## src/rtl/accel_sequencer.sv

```systemverilog
// accel_sequencer: top-level layer sequencer for the tensor accelerator.
// Fetches a four-word layer descriptor from the parameter SRAM, publishes the
// decoded configuration on registered outputs, then launches the compute
// engine once per tile with a start/done handshake and pulses finish_o at the
// end of the layer. The control outputs are decoded from the state register,
// so they drop as soon as rstn is asserted.
module accel_sequencer #(
    parameter int PARAM_WORDS = 4,
    parameter int DATA_W      = 32
) (
    input  logic              clk,
    input  logic              rstn,
    input  logic              start_i,
    input  logic [3:0]        mode_i,
    output logic              finish_o,
    output logic              busy_o,
    output logic              param_cs_o,
    output logic              param_oe_o,
    output logic [1:0]        param_addr_o,
    input  logic [DATA_W-1:0] param_do_i,
    output logic [3:0]        cfg_mode_o,
    output logic [15:0]       cfg_in_ch_o,
    output logic [15:0]       cfg_out_ch_o,
    output logic [15:0]       cfg_height_o,
    output logic [15:0]       cfg_width_o,
    output logic [7:0]        cfg_kernel_o,
    output logic [7:0]        cfg_stride_o,
    output logic [7:0]        cfg_pad_o,
    output logic [15:0]       cfg_tiles_o,
    output logic              eng_start_o,
    output logic [15:0]       eng_tile_o,
    input  logic              eng_done_i
);

    // Address of the final descriptor word; the fetch ends after issuing it.
    localparam logic [1:0] LAST_ADDR = 2'(PARAM_WORDS - 1);

    typedef enum logic [2:0] {
        S_IDLE,
        S_FETCH,
        S_CAP,
        S_LAUNCH,
        S_WAIT,
        S_DONE
    } state_t;

    state_t state_q;
    state_t state_d;

    // Read issue counter and the one-cycle read-data valid pipe.
    logic [1:0]        rd_cnt_q;
    logic              vld_q;
    logic [1:0]        vld_idx_q;

    // Descriptor words 0..2; word 3 is consumed straight off the SRAM bus
    // during CAP so all config fields can be published on one edge.
    logic [DATA_W-1:0] word0_q;
    logic [DATA_W-1:0] word1_q;
    logic [DATA_W-1:0] word2_q;

    logic [15:0]       tile_q;
    logic              tile_last;
    logic              start_accept;
    logic              unused_bits;

    assign start_accept = (state_q == S_IDLE) && start_i;
    assign tile_last    = (tile_q == (cfg_tiles_o - 16'd1));
    assign busy_o       = (state_q != S_IDLE);
    assign eng_tile_o   = tile_q;

    // Reserved descriptor bits are read but never used.
    assign unused_bits  = ^word2_q[7:0];

    // State register; reset aborts any operation in progress.
    always_ff @(posedge clk or negedge rstn) begin
        if (!rstn) begin
            state_q <= S_IDLE;
        end else begin
            state_q <= state_d;
        end
    end

    // Next-state logic and decoded control outputs.
    always_comb begin
        state_d      = state_q;
        finish_o     = 1'b0;
        param_cs_o   = 1'b0;
        param_oe_o   = 1'b0;
        param_addr_o = '0;
        eng_start_o  = 1'b0;
        case (state_q)
            S_IDLE: begin
                if (start_i) begin
                    // Mode 0 is a no-op layer: skip the fetch entirely.
                    state_d = (mode_i != 4'd0) ? S_FETCH : S_DONE;
                end
            end
            S_FETCH: begin
                param_cs_o   = 1'b1;
                param_oe_o   = 1'b1;
                param_addr_o = rd_cnt_q;
                if (rd_cnt_q == LAST_ADDR) begin
                    state_d = S_CAP;
                end
            end
            S_CAP: begin
                // Word 3 is on the bus now; its low half is the tile count.
                state_d = (param_do_i[15:0] == 16'd0) ? S_DONE : S_LAUNCH;
            end
            S_LAUNCH: begin
                eng_start_o = 1'b1;
                state_d     = S_WAIT;
            end
            S_WAIT: begin
                if (eng_done_i) begin
                    state_d = tile_last ? S_DONE : S_LAUNCH;
                end
            end
            S_DONE: begin
                finish_o = 1'b1;
                state_d  = S_IDLE;
            end
            default: begin
                state_d = S_IDLE;
            end
        endcase
    end

    // Read issue counter and the valid pipe tracking which word is returning.
    always_ff @(posedge clk or negedge rstn) begin
        if (!rstn) begin
            rd_cnt_q  <= '0;
            vld_q     <= 1'b0;
            vld_idx_q <= '0;
        end else begin
            if (start_accept) begin
                rd_cnt_q <= '0;
            end else if (state_q == S_FETCH) begin
                rd_cnt_q <= rd_cnt_q + 2'd1;
            end
            vld_q     <= (state_q == S_FETCH);
            vld_idx_q <= rd_cnt_q;
        end
    end

    // Capture returning descriptor words 0..2 one cycle after each issue.
    always_ff @(posedge clk or negedge rstn) begin
        if (!rstn) begin
            word0_q <= '0;
            word1_q <= '0;
            word2_q <= '0;
        end else if (vld_q) begin
            case (vld_idx_q)
                2'd0:    word0_q <= param_do_i;
                2'd1:    word1_q <= param_do_i;
                2'd2:    word2_q <= param_do_i;
                default: ;
            endcase
        end
    end

    // Configuration registers: mode on start acceptance, fields at CAP.
    always_ff @(posedge clk or negedge rstn) begin
        if (!rstn) begin
            cfg_mode_o   <= '0;
            cfg_in_ch_o  <= '0;
            cfg_out_ch_o <= '0;
            cfg_height_o <= '0;
            cfg_width_o  <= '0;
            cfg_kernel_o <= '0;
            cfg_stride_o <= '0;
            cfg_pad_o    <= '0;
            cfg_tiles_o  <= '0;
        end else begin
            if (start_accept) begin
                cfg_mode_o <= mode_i;
            end
            if (state_q == S_CAP) begin
                cfg_in_ch_o  <= word0_q[31:16];
                cfg_out_ch_o <= word0_q[15:0];
                cfg_height_o <= word1_q[31:16];
                cfg_width_o  <= word1_q[15:0];
                cfg_kernel_o <= word2_q[31:24];
                cfg_stride_o <= word2_q[23:16];
                cfg_pad_o    <= word2_q[15:8];
                cfg_tiles_o  <= param_do_i[15:0];
            end
        end
    end

    // Tile index: cleared at CAP, advanced on each non-final engine done.
    always_ff @(posedge clk or negedge rstn) begin
        if (!rstn) begin
            tile_q <= '0;
        end else if (state_q == S_CAP) begin
            tile_q <= '0;
        end else if ((state_q == S_WAIT) && eng_done_i && !tile_last) begin
            tile_q <= tile_q + 16'd1;
        end
    end

endmodule

```

## config.mk

```make
export PLATFORM = sky130hd
export DESIGN_NAME = accel_sequencer
export DESIGN_NICKNAME = d
export VERILOG_FILES = /design/src/rtl/accel_sequencer.sv
export SDC_FILE = /design/constraint.sdc
export NUM_CORES = 1
export LEC_CHECK = 0
export BUFFER_PORTS_ARGS = -buffer_cell sky130_fd_sc_hd__buf_2
export CELL_PAD_IN_SITES_DETAIL_PLACEMENT = 2
export CELL_PAD_IN_SITES_GLOBAL_PLACEMENT = 2
export CORE_ASPECT_RATIO = 0.8
export CORE_UTILIZATION = 38
export DETAILED_ROUTE_END_ITERATION = 10
export GPL_ROUTABILITY_DRIVEN = 0
export PLACE_DENSITY = 0.86
export SYNTH_ARGS = -nofsm -noshare
export SYNTH_HDL_FRONTEND = slang
export SYNTH_SLANG_ARGS = --single-unit
export TNS_END_PERCENT = 30
```

## constraint.sdc

```tcl
create_clock -name clk -period 7.9 [get_ports clk]
set_clock_uncertainty 0.1 [all_clocks]
set_input_delay 0.395 -clock clk [delete_from_list [all_inputs] [get_ports clk]]
set_output_delay 0.395 -clock clk [all_outputs]
set_load 0.01 [all_outputs]
```

==> results.md, run 1 <==
* Worst vdd ir at 0.165 mV
* Largest net degree at the start of global routing at 94
* Clk_lat worst skew at 0.51 ns
* Worst R2R Start: cfg_tiles_o[2]
* Max-slew violations at 0
* Flop2flop setup slack at 4.46 ns
* CP endpoint kind: flop
* Post-synth EDFFs at 0
* Drt via density at 5.19
* Core Area at 0.0236 mm^2
* Largest family of logic cells by synthesized area: simple AND/OR/NAND/NOR gates
* Syn_nets at 914
* Post-cts sizing count at 0
* NumNets Final at 1074
* Finished Core Util at 47.2%
* Worst min-delay path class: in2reg
* Initial drt markers at 360
* Tightest Pin Transition at 0.932 ns
* CTS tree: done
* Worst Hold End: cfg_mode_o[2]
* Synth Register Bits at 220
* Final hold violation count at 0
* Post-CTS setup buffers at 0
* H-tree Lvls at 1
* WL met2 at 14000 um
* Vias in the first global route at 7969
* Final instance area at 0.0111 mm^2
* Complex-gate fraction of the synthesized area at 4.30%
* Startpoint Class: flop
* Pre-Repair DR Iteration Count at 4
* Max Cap Violations at 0
* Final setup viols at 0
* Synth Area in Simple Gates at 19.5%
* Critical Path, Cell by Cell: nor4_1 -> nand3_1 -> or4b_1 -> a31oi_1 -> o2111a_1 -> o211a_4 -> o21ai_0 -> a21oi_1
* Post-synthesis adder-cell area fraction at 0.408%
* Share of layout cells above drive strength 1 at 30.3%
* Sequential area share after synthesis at 59.8%
* Starting Density at 39.0%
* Met3 wire len at 1240 um
* CTS Buf Count at 24
* First-pass GRT wire length at 44800 um
* Grt ovf at 0
* Final Power at 4680 uW
* DRC at 0
* Worst r2r path cells at 8
* Mean post-synth cell area at 10.6 um^2
* Mux share of post-synthesis cell area at 11.8%
* Mapped Area at 0.00921 mm^2
* Worst Hold Slack at 0.0376 ns
* Top layer in use: met4
* TNS Setup at 0 ns
* Post-Route M1 WL at 12200 um
* Layout area overhead at 21.0%
* Slew HR at 37.8%
* Input/output buffers at 170
* Pleak at 0.00560 uW
* Maximum buffer depth of the clock tree at 3
* Post-DP Area at 0.0103 mm^2
* Min Clock Period, post-route at 3.44 ns
* FF-to-FF End: eng_tile_o[5]
* Die ar. at 0.0249 mm^2
* Ys async rst share at 100%
* Cell variety after synth at 50
* Post-CTS Hold Fix Bufs at 2
* Hpwl dp at 18400 um
* CP Max Fanout at 33
* Power Dens Cells at 420 mW/mm^2
* Critical path type: reg2reg
* Fmax at 291 MHz
* WL final at 28000 um
* Total GRT Usage at 23.0%
* Hold_sp: mode_i[2]
* DRT antenna net count at 0
* Post-synth top flop: dfrtp_1
* Max incr delay on CP at 0.78 ns
* Post-Syn Instances at 871
* CTS root buffer: clkbuf_16
* Top-level port count at 171
* Die H at 141 um
* Synth warn at 0
* Unrepaired setup endpoints after global routing: false
* Clk sinks at 220
* Drt wl/cell at 20.6 um
* Crit path max-delay family: simple AND/OR/NAND/NOR gates
* Die width at 176 um
* Status: finished, final reports clean
* Routed via count at 7059
* Fin crit share at 43.6%
* WP data arrival at 3.77 ns
* Initial antenna violation count at 1
* CP max-delay cell: nor4_1
* Clk pin slew, worst setup/hold paths at 0.06 ns
* Hold depth at 2
* Site Rows at 50
* CP bufs+invs at 0
* Synth Area in XOR/XNOR at 1.71%
* CP Data Required Time at 8.23 ns
-- synthesized netlist by cell type, drive strengths merged (5+ instances only) --
master,instances,area (um^2)
nor2,21,78.8
nor4,8,50.1
inv,7,26.3
nand4,5,31.3
or3,12,75.1
nor3,9,45.0
mux2,93,1050
o31ai,9,67.6
or4,6,48.8
dfrtp,220,5510
xnor2,9,78.8
clkbuf,32,123
o21ai,15,75.1
xor2,9,78.8
nand2,323,1210
nand3,13,70.1
a21oi,18,90.1
buf,14,76.3
-- per-layer routing --
layer / up-vias / track usage (%)
li1: 3209 / -
met1: 3666 / 29.5
met2: 140 / 39.8
met3: 44 / 4.58
met4: 0 / 6.00
met5: - / 0
-- worst max path at each step --
| stage | startpoint | to | slack [ns] | depth (start not counted) |
|---|---|---|---|---|
| finish | cfg_tiles_o[2] | eng_tile_o[5] | 4.46 | 8 |
| global route | cfg_tiles_o[2] | eng_tile_o[4] | 4.24 | 8 |
| CTS | cfg_tiles_o[2] | eng_tile_o[5] | 4.47 | 8 |
| detailed placement | cfg_tiles_o[2] | eng_tile_o[8] | 4.50 | 8 |
| global placement | cfg_tiles_o[2] | eng_tile_o[10] | 4.71 | 8 |
| floorplan | cfg_tiles_o[2] | state_q[1] | 4.90 | 10 |
-- state kept, by name, summed over array words and instances, names as in the netlist --
| name | flops |
|---|---|
| word1_q | 32 |
| cfg_stride_o | 8 |
| cfg_mode_o | 4 |
| cfg_pad_o | 8 |
| rd_cnt_q | 2 |
| cfg_width_o | 16 |
| word2_q | 24 |
| state_q | 3 |
| cfg_out_ch_o | 16 |
| cfg_in_ch_o | 16 |
| cfg_kernel_o | 8 |
| vld_idx_q | 2 |
| eng_tile_o | 16 |
| cfg_height_o | 16 |
| vld_q | 1 |
| cfg_tiles_o | 16 |
| word0_q | 32 |
-- report_power, final --
| group | internal [uW] | switching, uW | total, uW |
|---|---|---|---|
| combinational | 680 | 868 | 1550 |
| sequential | 1630 | 391 | 2020 |
| clock | 657 | 451 | 1110 |
| total | 2970 | 1710 | 4680 |
-- cell type report --
class,instances,area (um^2)
Sequential cell,220,5510
Antenna cell,1,2.50
Clock inverter,8,67.6
Fill cell,2511,12400
Multi-Input combinational cell,598,3490
Clock buffer,35,713
Tap cell,312,390
Timing Repair Buffer,180,941
Inverter,7,26.3
-- placed cells by master, fill, tap and decap left out, types with 3 or more instances in the layout --
cell type,instances
dfrtp_1,220
xor2_1,9
mux2_2,93
nor2_1,21
o21ai_0,15
nor4_1,8
inv_1,7
o211ai_1,4
nand2_1,322
and3_1,4
or3_1,12
nand3_1,12
or4_1,5
buf_4,8
buf_2,169
a21oi_1,18
o31ai_1,9
ha_1,3
mux2i_1,4
clkbuf_1,5
nand4_1,5
clkbuf_16,25
and2_1,4
xnor2_1,9
clkbuf_8,5
nor3_1,8
clkinv_2,6
nand3b_1,3
-- cells by family after synthesis --
family	count (synthesis)
adder cells (fa/ha/maj)	3
flip-flops	220
multiplexers	97
AO/OA/AOI/OAI	60
buffers and inverters	53
XOR/XNOR	18
AND/OR/NAND/NOR	420
-- metrics by stage --
stage / instances / setup slack [ns]
global placement: 1315 / 4.71
finish: 1361 / 4.46
global route: 1361 / 4.24
floorplan: 871 / 4.90
CTS: 1360 / 4.47
detailed placement: 1315 / 4.50
Note: power is estimated with default switching activity, not from simulation.
==> run 2, diff against run 1 <==
Settings changed: ABC_AREA from default to 1, CORE_UTILIZATION 38 to 33, PLACE_DENSITY 0.86 to 0.81.
Clock period 7.9 ns to 3.3 ns, I/O delays scaled along.
==> run 2 against run 1 <==
Cell area increased by 7.0%. Routed wire length increased by 18%. First-iteration DRC count increased by 18%. Largest power group unchanged. Via count increased by 19%. Die area increased by 18%. Sequential share of layout area decreased by 3.2 points. Core utilization decreased by 5.1 points. Critical path type unchanged. Area after synthesis increased by 3.0%. Critical path depth increased by 6. Clock power increased by 140%. Sequential power increased by 140%. Clock-buffer cell count decreased by 1.
==> results.md, run 2 <==
* Fin crit share at 77.3% (was 43.6%)
* Post-place setup slack at 0.775 ns (was 4.50 ns)
* Startpoint Class: flop (unchanged)
* Worst R2R Start: cfg_tiles_o[0] (was cfg_tiles_o[2])
* Placed Cells at 1638 (was 1315)
* Die ar. at 0.0294 mm^2 (was 0.0249 mm^2)
* Syn_nets at 1177 (was 914)
* DRT antenna net count at 0 (unchanged)
* Fmax at 392 MHz (was 291 MHz)
* Routed via count at 8394 (was 7059)
* Non-Filler Instances at 1720 (was 1361)
* Hpwl dp at 22400 um (was 18400 um)
* Mapped Area at 0.00948 mm^2 (was 0.00921 mm^2)
* Flop pwr share at 40.6% (was 43.3%)
* Final hold violation count at 0 (unchanged)
* H-tree Lvls at 1 (unchanged)
* CTS tree: done (unchanged)
* NumNets Final at 1376 (was 1074)
* Starting Density at 33.5% (was 39.0%)
* Leading cell types in the layout, fill and taps excluded: nand2_1, dfrtp_1, buf_2 (unchanged)
* Synth warn at 0 (unchanged)
* Largest regs: word0_q (32), word1_q (32), word2_q (24) (unchanged)
* Clk sinks at 220 (unchanged)
* Worst vdd ir at 0.602 mV (was 0.165 mV)
* Drt via density at 4.88 (was 5.19)
* Cell variety after synth at 29 (was 50)
* DRC at 0 (unchanged)
* Die H at 154 um (was 141 um)
* Post-CTS setup buffers at 0 (unchanged)
* CP Data Required Time at 3.64 ns (was 8.23 ns)
* First-pass GRT wire length at 52500 um (was 44800 um)
* Largest net degree at the start of global routing at 114 (was 94)
* Drt wl/cell at 19.3 um (was 20.6 um)
* Switch share at 41.1% (was 36.5%)
* Status: finished, final reports clean (unchanged)
* Input/output buffers at 170 (unchanged)
* CP endpoint kind: flop (unchanged)
* Share of the synthesized area in the top cell type at 58.1% (was 59.8%)
* Critical Path Sink: eng_tile_o[3] (was eng_tile_o[5])
* Worst setup path start: cfg_tiles_o[0] (was cfg_tiles_o[2])
* Ys async rst share at 100% (unchanged)
* Vias in the first global route at 9189 (was 7969)
* Internal power at 6970 uW (was 2970 uW)
* Post-synth top area cell: dfrtp_1 (unchanged)
* Synth Register Bits at 220 (unchanged)
* Critical path type: reg2reg (unchanged)
* Sw power at 4860 uW (was 1710 uW)
* Slew HR at 35.1% (was 37.8%)
* List of most frequent post-synthesis cells: nand2_1, dfrtp_1, o21ai_0 (was nand2_1, dfrtp_1, mux2_2)
* Post-synth EDFFs at 0 (unchanged)
* Pleak at 0.00646 uW (was 0.00560 uW)
* Most frequent cell after synthesis: nand2_1 (unchanged)
* Tightest Pin Transition at 0.973 ns (was 0.932 ns)
* Layout area overhead at 25.7% (was 21.0%)
* Core Area at 0.0283 mm^2 (was 0.0236 mm^2)
* Flop2flop setup slack at 0.75 ns (was 4.46 ns)
* Initial antenna violation count at 2 (was 1)
* Max-slew violations at 0 (unchanged)
* Final setup viols at 0 (unchanged)
* Power Dens Cells at 993 mW/mm^2 (was 420 mW/mm^2)
* Unrepaired setup endpoints after global routing: false (unchanged)
* Post-synth top flop: dfrtp_1 (unchanged)
* Layout fillers at 3192 (was 2511)
* Worst setup margin at 0.748 ns (was 4.46 ns)
* CP Max Fanout at 18 (was 33)
* Min Clock Period, post-route at 2.55 ns (was 3.44 ns)
* Die width at 192 um (was 176 um)
* Maximum buffer depth of the clock tree at 3 (unchanged)
* Combinational Power Share at 36.6% (was 33.1%)
* WP data arrival at 2.89 ns (was 3.77 ns)
* Share of layout cells above drive strength 1 at 18.0% (was 30.3%)
* Clk_lat worst skew at 0.52 ns (was 0.51 ns)
* Grt ovf at 0 (unchanged)
* Commonest non-fill, non-tap cell in the layout: nand2_1 (unchanged)
* FF-to-FF End: eng_tile_o[3] (was eng_tile_o[5])
* CTS Buf Count at 25 (was 24)
* Initial drt markers at 425 (was 360)
* Top-level port count at 171 (unchanged)
* TNS Setup at 0 ns (unchanged)
* Final Power at 11800 uW (was 4680 uW)
* Total GRT Usage at 22.9% (was 23.0%)
* Mean post-synth cell area at 8.36 um^2 (was 10.6 um^2)
* Worst min-delay path class: in2reg (unchanged)
* Sequential area share after synthesis at 58.1% (was 59.8%)
* Largest cells by area after synthesis: dfrtp_1, nand2_1, o21ai_0, inv_1, nor2_1 (was dfrtp_1, nand2_1, mux2_2, clkbuf_1, a21oi_1)
* Site Rows at 55 (was 50)
* Clk pin slew, worst setup/hold paths at 0.06 ns (about the same)
* CTS root buffer: clkbuf_16 (unchanged)
* Pre-Repair DR Iteration Count at 4 (unchanged)
* Clock share of power at 22.8% (was 23.7%)
* Worst r2r path cells at 14 (was 8)
* WL final at 33200 um (was 28000 um)
* Max Cap Violations at 0 (unchanged)
* Post-Syn Instances at 1134 (was 871)
run 2: changes by cell type after synthesis, moves of 8 or more:
cell,previous run,this run
or3_1,12,0
o31ai_1,9,0
nand2_1,323,477
o21ai_0,15,114
nand4_1,5,20
a21oi_1,18,6
nand3_1,12,38
nor2_1,21,51
xor2_1,9,18
clkbuf_1,30,40
buf_1,9,1
mux2_2,93,0
inv_1,7,96
run 2: kinds of logic after synthesis:
family                     share of synthesized area (%)
adders and majority gates                          0.396
AOI/OAI and AO/OA                                   6.40
xor gates and xnor gates                            2.22
and+or+nand+nor                                     27.0
DFF                                                 58.1
buffers and inverters                               5.90
run 2: critical path, stage by stage, from the launching register on:
cell and delay (ns):
dfrtp_1 0.41, inv_2 0.11, ha_1 0.25, nand2_2 0.11
nor2_1 0.24, nand3_1 0.12, nand3_1 0.13, nand2_1 0.06
nor2_1 0.11, nand2_1 0.07, nor2_2 0.13, nand2_4 0.18
nand2_4 0.24, nand3_1 0.10, nand2_1 0.10
run 2: through the flow:
stage	hold WS, ns	cell area, um^2	utilization, %
global placement	0.0782	10700	38.0
finish	0.0241	11900	42.1
CTS	0.00190	11900	42.1
detailed placement	0.0862	10700	38.0
global route	0.0428	11900	42.1
floorplan	-0.231	9480	-
run 2: repair_timing:
action | in CTS | in global routing
resized for setup | 0 | 0
hold buffers | 38 | 0
endpoints found under the hold margin | 181 | 0
run 2: worst min path at each step:
| stage | from | to | cells past startpoint |
|---|---|---|---|
| floorplan | rstn | cfg_height_o[0] | 0 |
| global placement | rstn | cfg_tiles_o[4] | 1 |
| detailed placement | rstn | cfg_tiles_o[2] | 1 |
| CTS | start_i | state_q[1] | 5 |
| global route | start_i | state_q[1] | 5 |
| finish | start_i | state_q[1] | 5 |
run 2: cell type report:
cell class / count / area (um^2) / area share (%)
tap: 370 / 463 / 3.88
multi-input combinational: 770 / 3430 / 28.8
timing repair buffer: 218 / 1350 / 11.4
sequential: 220 / 5510 / 46.2
clock inverter: 9 / 80.1 / 0.672
clock buffer: 34 / 709 / 5.95
inverter: 98 / 370 / 3.11
antenna: 1 / 2.50 / 0.0210
run 2: power by group through the flow:
| stage | clock network, uW | logic (uW) | registers (uW) |
|---|---|---|---|
| after global placement | 0 | 4090 | 4730 |
| final | 2700 | 4330 | 4810 |
| after CTS | 2770 | 4380 | 4800 |
| after floorplan | 0 | 2290 | 4890 |
| after global routing | 2870 | 4920 | 4940 |
| after detailed placement | 0 | 4300 | 4800 |
run 2: layer usage:
metal / GRT usage (%) / up-vias / part of all wire, %
li1: - / 3932 / -
met5: 0 / - / 0
met4: 4.61 / 0 / 1.6
met3: 3.90 / 37 / 4.3
met2: 37.6 / 164 / 47
met1: 31.7 / 4261 / 47
==> run 3, diff against run 2 <==
Settings changed: ABC_AREA 1 to 0, CORE_UTILIZATION 33 to 32, PLACE_DENSITY 0.81 to 0.77.
Clock period 3.3 ns to 2.1 ns, I/O delays scaled along.
==> run 3 against run 2 <==
The flow now finishes with violations (negative setup slack). Via count is 9.4% lower. Critical path depth fell by 6. Global-route usage fell by 1.7 points. Largest cell class unchanged.
==> results.md, run 3 (synthesized netlist as in run 1, its figures left out) <==
* Slew HR at 57.1% (was 35.1%)
* Fmax at 347 MHz (was 392 MHz)
* Post-DP Area at 0.0111 mm^2 (was 0.0107 mm^2)
* First-pass GRT wire length at 48800 um (was 52500 um)
* Total GRT Usage at 21.2% (was 22.9%)
* Max Cap Violations at 0 (unchanged)
* Critical Path, Cell by Cell: or4_4 -> nor4b_4 -> nand3_2 -> mux2_4 -> a21oi_2 -> o211a_4 -> o31ai_1 -> a21oi_2 (was inv_2 -> ha_1 -> nand2_2 -> nor2_1 -> nand3_1 -> nand3_1 -> nand2_1 -> nor2_1 -> nand2_1 -> nor2_2 -> nand2_4 -> nand2_4 -> nand3_1 -> nand2_1)
* Pleak at 0.00625 uW (was 0.00646 uW)
* WL final at 30600 um (was 33200 um)
* Sw power at 6780 uW (was 4860 uW)
* Drt wl/cell at 20.0 um (was 19.3 um)
* Largest regs: word0_q (32), word1_q (32), word2_q (24) (unchanged)
* Clk pin slew, worst setup/hold paths at 0.06 ns (about the same)
* TNS Setup at -13.23 ns (was 0 ns)
* Max incr delay on CP at 0.57 ns (was 0.41 ns)
* Starting Density at 32.5% (was 33.5%)
* Layout fillers at 2968 (was 3192)
* Maximum buffer depth of the clock tree at 3 (unchanged)
* Clk_lat worst skew at 0.53 ns (was 0.52 ns)
* DRT antenna net count at 0 (unchanged)
* Initial drt markers at 278 (was 425)
* Site Rows at 55 (unchanged)
* Clock share of power at 23.3% (was 22.8%)
* Hpwl dp at 19400 um (was 22400 um)
* Tightest Pin Transition at 0.641 ns (was 0.973 ns)
* Unrepaired setup endpoints after global routing: true (was false)
* Worst setup margin at -0.779 ns (was 0.748 ns)
* Top-level port count at 171 (unchanged)
* Failing checks: negative setup slack
* Max-slew violations at 0 (unchanged)
* WP data arrival at 3.23 ns (was 2.89 ns)
* Pre-Repair DR Iteration Count at 4 (unchanged)
* Min Clock Period, post-route at 2.88 ns (was 2.55 ns)
* Input/output buffers at 170 (unchanged)
* Most frequent CP cell: a21oi_2
* H-tree Lvls at 1 (unchanged)
* Worst min-delay path class: in2reg (unchanged)
* Final hold violation count at 0 (unchanged)
* Commonest non-fill, non-tap cell in the layout: nand2_1 (unchanged)
* Share of layout cells above drive strength 1 at 35.1% (was 18.0%)
* CP Max Fanout at 8 (was 18)
* Largest net degree at the start of global routing at 50 (was 114)
* Layout area overhead at 35.4% (was 25.7%)
* Grt ovf at 0 (unchanged)
* Flop pwr share at 39.0% (was 40.6%)
* Switch share at 36.2% (was 41.1%)
* Die width at 192 um (about the same)
* Initial antenna violation count at 0 (was 2)
* CP max-delay cell: or4_4 (was dfrtp_1)
* Flop2flop setup slack at -0.78 ns (was 0.75 ns)
* Core Area at 0.0283 mm^2 (unchanged)
* Drt via density at 4.96 (was 4.88)
* Vias in the first global route at 8517 (was 9189)
* Worst vdd ir at 0.645 mV (was 0.602 mV)
* CP endpoint kind: flop (unchanged)
* NumNets Final at 1190 (was 1376)
* Critical path type: reg2reg (unchanged)
* Internal power at 12000 uW (was 6970 uW)
* Leading cell types in the layout, fill and taps excluded: nand2_1, dfrtp_1, buf_2 (unchanged)
* Status: finished, violations left (was finished, final reports clean)
* Fin crit share at 137% (was 77.3%)
* CTS root buffer: clkbuf_16 (unchanged)
* Power Dens Cells at 1510 mW/mm^2 (was 993 mW/mm^2)
* Final instance area at 0.0125 mm^2 (was 0.0119 mm^2)
* Combinational Power Share at 37.7% (was 36.6%)
* # diodes at 0 (was 1)
* Final setup viols at 18 (was 0)
* Final Power at 18800 uW (was 11800 uW)
* Clk sinks at 220 (unchanged)
* Startpoint Class: flop (unchanged)
* Die ar. at 0.0295 mm^2 (was 0.0294 mm^2)
* CP Data Required Time at 2.45 ns (was 3.64 ns)
* CTS tree: done (unchanged)
* Routed via count at 7604 (was 8394)
* Post-place setup slack at -0.947 ns (was 0.775 ns)
* CTS Buf Count at 25 (unchanged)
* Die H at 154 um (about the same)
* DRC at 0 (unchanged)
==> run 3: cell count changes in the layout (fill, tap and decap cells not counted), sizes merged, moves of 28 or more <==
cell,delta
inv,-91
mux2,+93
o21ai,-99
buf,+71
nor2,-39
nand3,-28
nand2,-160
==> run 3: layer usage <==
layer	wire length [um]	track usage [%]
met3	1310	3.77
met1	13800	28.3
met5	0	0
met4	668	5.18
met2	14900	35.5
==> run 3: final timing paths <==
| check | endpoint | depth (start not counted) | from |
|---|---|---|---|
| max reg2reg | eng_tile_o[10] | 8 | cfg_tiles_o[3] |
| max | eng_tile_o[10] | 8 | cfg_tiles_o[3] |
| min | state_q[2] | 3 | eng_done_i |
| min in group asynchronous | word1_q[12] | 3 | rstn |
| min reg2reg | vld_idx_q[1] | 0 | rd_cnt_q[1] |
| max in group asynchronous | word0_q[27] | 4 | rstn |
==> run 3: repair_timing <==
item	4_1_cts	5_1_grt
endpoints found under the setup margin	20	20
hold buffers	41	0
buffers inserted	2	0
gates resized for setup	15	5
hold endpoints to repair	332	0
gates cloned	4	0
pin swaps	9	0
==> run 3: power groups by stage <==
| stage | sequential [uW] | clock, uW | combinational, uW |
|---|---|---|---|
| after floorplan | 7600 | 0 | 3360 |
| after global placement | 7180 | 0 | 6540 |
| after detailed placement | 7320 | 0 | 6840 |
| after CTS | 7300 | 4500 | 7140 |
| after global routing | 7540 | 4640 | 7810 |
| final | 7310 | 4380 | 7070 |
==> run 3: cell type report <==
class	count	area [um^2]	share of cell area (%)
timing repair buffer	291	2010	16.1
clock inverter	8	98.8	0.793
sequential	220	5510	44.2
multi-input combinational	602	3650	29.3
clock buffer	35	713	5.72
tap	370	463	3.72
inverter	7	26.3	0.211
==> run 3: critical path, delay by kind of cell (launching register included) <==
kind               cells  cell delay (ns)
AOI/OAI and AO/OA      4             0.95
DFF                    1             0.38
muxes                  1             0.33
and+or+nand+nor        3             1.04
==> run 3: per-stage QoR <==
stage	utilization, %	hold WS [ns]	cells
2_1_floorplan	-	-0.291	871
3_3_place_gp	39.1	-0.0345	1443
3_5_place_dp	39.1	-0.0356	1443
4_1_cts	44.0	0.188	1533
5_1_grt	44.1	0.250	1533
6_report	44.1	0.209	1533
